### src/rtl/hwpe_ctrl_job_queue.sv
// Multi-context job scheduler for the HWPE control slave. Cores acquire,
// program and commit job contexts; committed jobs start the engine in order.
module hwpe_ctrl_job_queue #(
    parameter int unsigned N_CONTEXT     = 2,
    parameter int unsigned N_CORES       = 16,
    parameter int unsigned ID_WIDTH      = 8,
    parameter bit          EVT_BROADCAST = 1'b0,
    localparam int unsigned CTX_W        = $clog2(N_CONTEXT),
    localparam int unsigned CORE_W       = (N_CORES > 1) ? $clog2(N_CORES) : 1
) (
    input  logic                clk_i,
    input  logic                rst_ni,
    input  logic                clear_i,
    input  logic                acquire_req_i,
    input  logic [CORE_W-1:0]   acquire_core_i,
    output logic                acquire_gnt_o,
    output logic [ID_WIDTH-1:0] acquire_id_o,
    input  logic                commit_i,
    input  logic                done_i,
    output logic                start_o,
    output logic                is_working_o,
    output logic [CTX_W-1:0]    pointer_ctx_o,
    output logic [CTX_W-1:0]    running_ctx_o,
    output logic [N_CONTEXT-1:0] ctx_busy_o,
    output logic [N_CORES-1:0]  evt_o
);

    typedef enum logic [1:0] {
        CTX_FREE,
        CTX_ACQUIRED,
        CTX_QUEUED,
        CTX_RUNNING
    } ctx_state_e;

    typedef enum logic {
        ENG_IDLE,
        ENG_BUSY
    } eng_state_e;

    ctx_state_e          ctx_q   [N_CONTEXT];
    ctx_state_e          ctx_d   [N_CONTEXT];
    logic [CORE_W-1:0]   owner_q [N_CONTEXT];
    logic [CORE_W-1:0]   owner_d [N_CONTEXT];
    logic                lock_q, lock_d;
    logic [CTX_W-1:0]    ptr_q, ptr_d;
    logic [CTX_W-1:0]    run_q, run_d;
    logic [ID_WIDTH-1:0] jid_q, jid_d;
    eng_state_e          eng_q, eng_d;
    logic [N_CORES-1:0]  evt_q, evt_d;

    always_ff @(posedge clk_i or negedge rst_ni) begin
        if (!rst_ni) begin
            for (int unsigned i = 0; i < N_CONTEXT; i++) begin
                ctx_q[i]   <= CTX_FREE;
                owner_q[i] <= '0;
            end
            lock_q <= 1'b0;
            ptr_q  <= '0;
            run_q  <= '0;
            jid_q  <= '0;
            eng_q  <= ENG_IDLE;
            evt_q  <= '0;
        end else begin
            ctx_q   <= ctx_d;
            owner_q <= owner_d;
            lock_q  <= lock_d;
            ptr_q   <= ptr_d;
            run_q   <= run_d;
            jid_q   <= jid_d;
            eng_q   <= eng_d;
            evt_q   <= evt_d;
        end
    end

    // Acquire/commit touch ctx[ptr], start/done touch ctx[run]; these never
    // alias in the same cycle, so the updates are applied independently.
    always_comb begin
        ctx_d   = ctx_q;
        owner_d = owner_q;
        lock_d  = lock_q;
        ptr_d   = ptr_q;
        run_d   = run_q;
        jid_d   = jid_q;
        eng_d   = eng_q;
        evt_d   = '0;
        if (clear_i) begin
            for (int unsigned i = 0; i < N_CONTEXT; i++) begin
                ctx_d[i]   = CTX_FREE;
                owner_d[i] = '0;
            end
            lock_d = 1'b0;
            ptr_d  = '0;
            run_d  = '0;
            jid_d  = '0;
            eng_d  = ENG_IDLE;
        end else begin
            if (acquire_gnt_o) begin
                ctx_d[ptr_q]   = CTX_ACQUIRED;
                owner_d[ptr_q] = acquire_core_i;
                lock_d         = 1'b1;
                jid_d          = jid_q + ID_WIDTH'(1);
            end
            if (commit_i && lock_q) begin
                ctx_d[ptr_q] = CTX_QUEUED;
                lock_d       = 1'b0;
                ptr_d        = ptr_q + CTX_W'(1);
            end
            if (start_o) begin
                ctx_d[run_q] = CTX_RUNNING;
                eng_d        = ENG_BUSY;
            end else if (eng_q == ENG_BUSY && done_i) begin
                ctx_d[run_q] = CTX_FREE;
                run_d        = run_q + CTX_W'(1);
                eng_d        = ENG_IDLE;
                if (EVT_BROADCAST) begin
                    evt_d = '1;
                end else begin
                    for (int unsigned i = 0; i < N_CORES; i++) begin
                        if (owner_q[run_q] == CORE_W'(i)) evt_d[i] = 1'b1;
                    end
                end
            end
        end
    end

    always_comb begin
        acquire_gnt_o = acquire_req_i && !lock_q && (ctx_q[ptr_q] == CTX_FREE);
        acquire_id_o  = acquire_req_i ? jid_q : '0;
        start_o       = (eng_q == ENG_IDLE) && (ctx_q[run_q] == CTX_QUEUED);
        is_working_o  = (eng_q == ENG_BUSY);
        pointer_ctx_o = ptr_q;
        running_ctx_o = run_q;
        evt_o         = evt_q;
        for (int unsigned i = 0; i < N_CONTEXT; i++) begin
            ctx_busy_o[i] = (ctx_q[i] != CTX_FREE);
        end
    end

endmodule

### config.mk
export PLATFORM = sky130hd
export DESIGN_NAME = hwpe_ctrl_job_queue
export DESIGN_NICKNAME = d
export VERILOG_FILES = /design/src/rtl/hwpe_ctrl_job_queue.sv
export SDC_FILE = /design/constraint.sdc
export NUM_CORES = 1
export LEC_CHECK = 0
export CORE_AREA = 2 2 74 76
export CTS_BUF_LIST = sky130_fd_sc_hd__clkbuf_4
export CTS_CLUSTER_DIAMETER = 150
export CTS_CLUSTER_SIZE = 12
export DETAILED_ROUTE_END_ITERATION = 8
export DIE_AREA = 0 0 76 78
export HOLD_SLACK_MARGIN = 0.12
export SYNTH_ARGS = -nofsm -noshare
export SYNTH_HDL_FRONTEND = slang
export SYNTH_SLANG_ARGS = --single-unit
### constraint.sdc
create_clock -name clk_i -period 2.9 [get_ports clk_i]
set_input_delay 0.58 -clock clk_i [delete_from_list [all_inputs] [get_ports clk_i]]
set_output_delay 0.58 -clock clk_i [all_outputs]
set_load 0.01 [all_outputs]
---- Word-level counts from Yosys, hierarchy flattened ----
Cells that the tools add are included.
word-level totals
  bits in registers ....................... 40
  bits in read-only memories .............. 0
  output and inout port bits .............. 31
  bits in latches ......................... 0
  memory bits (writable) .................. 0
  logic and storage cells ................. 122
  memories kept ........................... 0
cells by class
  divide/modulo/power cells ............... 0
  order comparisons ....................... 4
  bitwise gates (word level) .............. 12
  add/sub/neg operators ................... 3
  equal/unequal tests ..................... 17
  multiply operators ...................... 0
  mux-type cells .......................... 58
  reduce and logical (&&, ||, !) cells .... 18
  shift-type cells ........................ 0
operator list
  cell                                                         count
  2-to-1 mux 16 bit                                            3
  2-to-1 mux 4 bit                                             11
  2-to-1 mux 8 bit                                             5
  == test 4 bit (second input constant)                        8
  2-to-1 mux 1 bit                                             27
  == test 4 x 3 -> 1 bit (second input constant)               4
  2-to-1 mux 2 bit                                             8
  nonzero test 2 bit                                           5
  adder 8 x 1 -> 8 bit (second input constant)                 1
  bitwise mux 8 bit                                            1
  == test 4 x 2 -> 1 bit (second input constant)               2
  logical AND 1 bit                                            7
  nonzero test 3 bit                                           2
  AND 2 bit                                                    2
  AND 4 bit                                                    1
  demux 2 bit (select 1 bit)                                   2
  demux 4 bit (select 1 bit)                                   1
  == test 4 x 1 -> 1 bit (second input constant)               1
  greater-or-equal comparator 2 bit (second input constant)    2
  logical NOT 4 bit                                            1
  less-than comparator 2 x 1 -> 1 bit (second input constant)  2
  inverter 1 -> 2 bit                                          2
  inverter 2 bit                                               2
  inverter 4 bit                                               1
  other kinds (9)                                              11

---- Depth between registers and ports, before layout ----
  depth in word-level cells ............... 16
  mapped depth ............................ 6

---- Least setup slack after synthesis ----
Ideal clock, no wire load.
  kind .................................... in2out
  start ................................... input port acquire_req_i
  end ..................................... output port acquire_gnt_o
  path slack .............................. 1.138 ns
  required time ........................... 2.320 ns
  data arrival time ....................... 1.182 ns
  cell stages on the path ................. 4
  cell sequence ........................... nor2b_1 buf_2 o21ai_1 inv_1
on the way
  longest elaborated chain between the ends .. 2
RTL lines
  element                          RTL line  RTL
  start: declaration               14        input logic acquire_req_i,
  logical AND 1 bit (2 in series)  127       acquire_gnt_o = acquire_req_i && !lock_q && (ctx_q[ptr_q] == CTX_FREE);
  end: declaration                 16        output logic acquire_gnt_o,
Every way passes these cells.

---- Final worst setup path ----
  start ................................... register ptr_q, in the netlist pointer_ctx_o
  end ..................................... output port acquire_gnt_o
on the way
  longest elaborated chain between the ends .. 6
RTL lines
  element                                               RTL line  RTL
  start: declaration                                    45        logic [CTX_W-1:0] ptr_q, ptr_d;
  start signal: assignment                              67        ptr_q <= ptr_d;
  inverter 1 -> 2 bit (not written as such)             127
  2-to-1 mux 2 bit (not written as such) (3 in series)  127
  logical NOT 2 bit                                     127
  logical AND 1 bit                                     127
Every way passes these cells. The select of a mux whose other input is x is not followed.

==> impl_metrics.csv <==
group,metric,value,unit
setup_path,reg2reg_depth,5,
synthesis,ys_seq_area_share,53.9,%
clock_tree,clockBufferDepth,2,
floorplanning,ios,41,
routing,vias_per_cell,4.77,
routing,routedWlPerCell,12.9,um
power,sw_frac_of_total,28.2,%
power,p_total,1.21,mW
setup_path,r2r-start,"pointer_ctx_o$_DFFE_PN0N_",
synthesis,ys_warn_count,0,
clock_tree,root_buffer,"clkbuf_4",
synthesis,syn_nets,197,
clock_tree,cts_setup_buffers,0,
placement,place_worst_setup_slack,0.387,ns
sta,slew_headroom,41.6,%
clock_tree,htreeDepth,2,
setup_path,worst-path-buf-inv,2,
synthesis,synth.avg_cell_area,9.99,um^2
sta,max_freq,389,MHz
sta,setup_tns,0,ns
sta,period_needed,2.57,ns
sta,rsz0062_at_grt,"false",
status,status,"finished clean",
synthesis,synth-main-ff-cell,"dfrtp_1",
synthesis,ys_types,38,
power,intPower,0.870,mW
routing,ant_nets,0,
synthesis,yosys.area.top_type,"dfrtp_1",
setup_path,critPathSlowestCell,"dfrtp_1",
synthesis,synth_edf_count,0,
finish,syn2layout_area_growth,31.0,%
sta,hold_viol_final,0,
sta,period_share,88.6,%
floorplanning,initial_core_util,36.8,%
floorplanning,rows,26,
placement,port_buffers,40,
clock_tree,cts_buffers,5,
setup_path,cp-start-kind,"flip-flop",
power,switchingPower,0.342,mW
sta,fin_ws,0.332,ns
synthesis,netlist_area,1860,um^2
sta,fin_skew,0.0102,ns
synthesis,synth_top_area_share,53.9,%
power,power_frac_comb,18.2,%
synthesis,syn_inst,186,
global_route,grt_antenna_before_repair,0,
routing,routed_wl,3900,um
synthesis,synth-async-reset-ratio,100,%
sta,slew_viol_final,0,
run,cap_viol_max_count,0,
global_route,grt_overflow,0,
routing,drc,0,
setup_path,cp_slowest_stage_delay,0.55,ns
global_route,track_usage,13.9,%
placement,hpwlAfterDp,2800,um
setup_path,worstPathArrival,1.99,ns
power,powerDensity,498,nW/um^2
synthesis,yosysMostFrequentCell,"dfrtp_1",
finish,drive_gt1_share,10.7,%
finish,nets,243,
sta,fin_hold_ws,0.331,ns
routing,drt_iter0_markers,96,
routing,firstDrtPassIters,4,
setup_path,critPathRequiredTime,2.32,ns
power,clkPwrFrac,31.2,%
clock_tree,tritoncts,"yes",
setup_path,cpLargestDelayFamily,"buffers and inverters",
finish,utilization,48.3,%
floorplanning,die_x,76,um
setup_path,worstSetupPathType,"flip-flop to primary output",
setup_path,reg2reg_to,"jid_q[4]$_DFFE_PN0P_",
synthesis,synth_area_leaders,"dfrtp_1, nor2_1, mux2i_1",
sta,tightest_slew,0.877,ns
clock_tree,holdBufCountCts,0,
placement,gp_congestion,0.781,
power,seqPwrFrac,50.6,%
power,peakVddDrop,0.189,mV
setup_path,regToRegSetupSlack,1.13,ns
floorplanning,die_area,5930,um^2
sta,finalSetupViolCount,0,
finish,diodes,0,
clock_tree,cts_resized,0,
clock_tree,cts_num_sinks,40,
setup_path,crit_path_cell_trace,"nor3b_4 > o21ai_1 > inv_1 > clkdlybuf4s50_1",
global_route,grt_pass1_vias,1388,
min_path,hold_path_class,"input port to async pin",
setup_path,cp_max_fo,9,
synthesis,ys_seq_elements,40,
global_route,grt_pass1_wl,6490,um
floorplanning,core_area,5040,um^2
clock_tree,insertion_delay,0.35,ns
clock_tree,clk_pin_slew,0.13,ns
floorplanning,fp.dieH,78,um
routing,vias,1444,
synthesis,ys_top_cells_by_count,"dfrtp_1, nor2_1, nand2_1, a21oi_1",
global_route,grt_start_max_net_pins,41,
power,p_leak,1.04,nW
setup_path,end_kind,"primary output",
## cell families (layout without fill, tap and decap cells)
group / after synthesis / in the layout / synth area share, %
AND/OR/NAND/NOR: 92 / 92 / 26.1
AO/OA/AOI/OAI: 26 / 26 / 8.62
adder cells (fa/ha/maj): 1 / 1 / 0.673
multiplexers: 8 / 8 / 4.38
XOR/XNOR: 6 / 6 / 2.83
buffers and inverters: 13 / 60 / 3.57
flip-flops: 40 / 40 / 53.9
## routing by layer
layer  global-route usage (%)  wire length (um)  vias to the layer above
li1                         -                 -                      726
met1                     18.6              1810                      686
met2                     22.1              1890                       28
met3                     3.60               163                        4
met4                     4.36                36                        0
met5                        0                 0                        -
## worst max path at each step
stage                                         start            end  cells after the start
after floorplan                       acquire_req_i  acquire_gnt_o                      4
after global placement                acquire_req_i  acquire_gnt_o                      5
after detailed placement              acquire_req_i  acquire_gnt_o                      5
after CTS                 pointer_ctx_o$_DFFE_PN0N_  acquire_gnt_o                      4
after global routing      pointer_ctx_o$_DFFE_PN0N_  acquire_gnt_o                      4
final                     pointer_ctx_o$_DFFE_PN0N_  acquire_gnt_o                      4
## cells in the final DEF (no fill, tap or decap), types with 3 or more instances in the layout
| cell type | synthesis | layout |
|---|---|---|
| clkdlybuf4s50_1 | 0 | 39 |
| clkbuf_4 | 0 | 5 |
| and2_1 | 8 | 8 |
| mux2i_1 | 7 | 7 |
| inv_1 | 4 | 4 |
| nor3_1 | 3 | 3 |
| buf_4 | 0 | 8 |
| dfrtp_1 | 40 | 40 |
| xor2_1 | 6 | 6 |
| nand3_1 | 8 | 8 |
| o211ai_1 | 4 | 4 |
| nand2b_1 | 4 | 4 |
| or4_1 | 3 | 3 |
| nor3b_1 | 3 | 3 |
| a21oi_1 | 13 | 13 |
| nand2_1 | 14 | 14 |
| nor2_1 | 35 | 35 |
## sequential cells by signal (all words and copies together), names as in the netlist
| signal | flops |
|---|---|
| evt_o | 16 |
| pointer_ctx_o | 1 |
| is_working_o | 1 |
| owner_q | 8 |
| ctx_q | 4 |
| jid_q | 8 |
| running_ctx_o | 1 |
| lock_q | 1 |
## power groups by stage
stage | sequential (mW) | clock (mW) | combinational (mW)
floorplan | 0.615 | 0 | 0.141
global route | 0.618 | 0.407 | 0.247
global placement | 0.624 | 0 | 0.222
CTS | 0.613 | 0.387 | 0.225
detailed placement | 0.624 | 0 | 0.223
finish | 0.613 | 0.378 | 0.221
## final cells by class
cell class,instances,area [um^2]
clock buffers,5,37.5
clock inverters,3,47.5
fillers,499,2610
inverters,4,15.0
multi-input cells,133,791
flip-flops and latches,40,1000
well taps,70,87.6
repair buffers,48,455
## stage by stage
step / area (um^2) / instances
final: 2430 / 303
after global routing: 2430 / 303
after CTS: 2430 / 303
after detailed placement: 2350 / 295
after global placement: 2350 / 295
after floorplan: 1860 / 186
No activity file was read; power rests on OpenSTA's default activity.
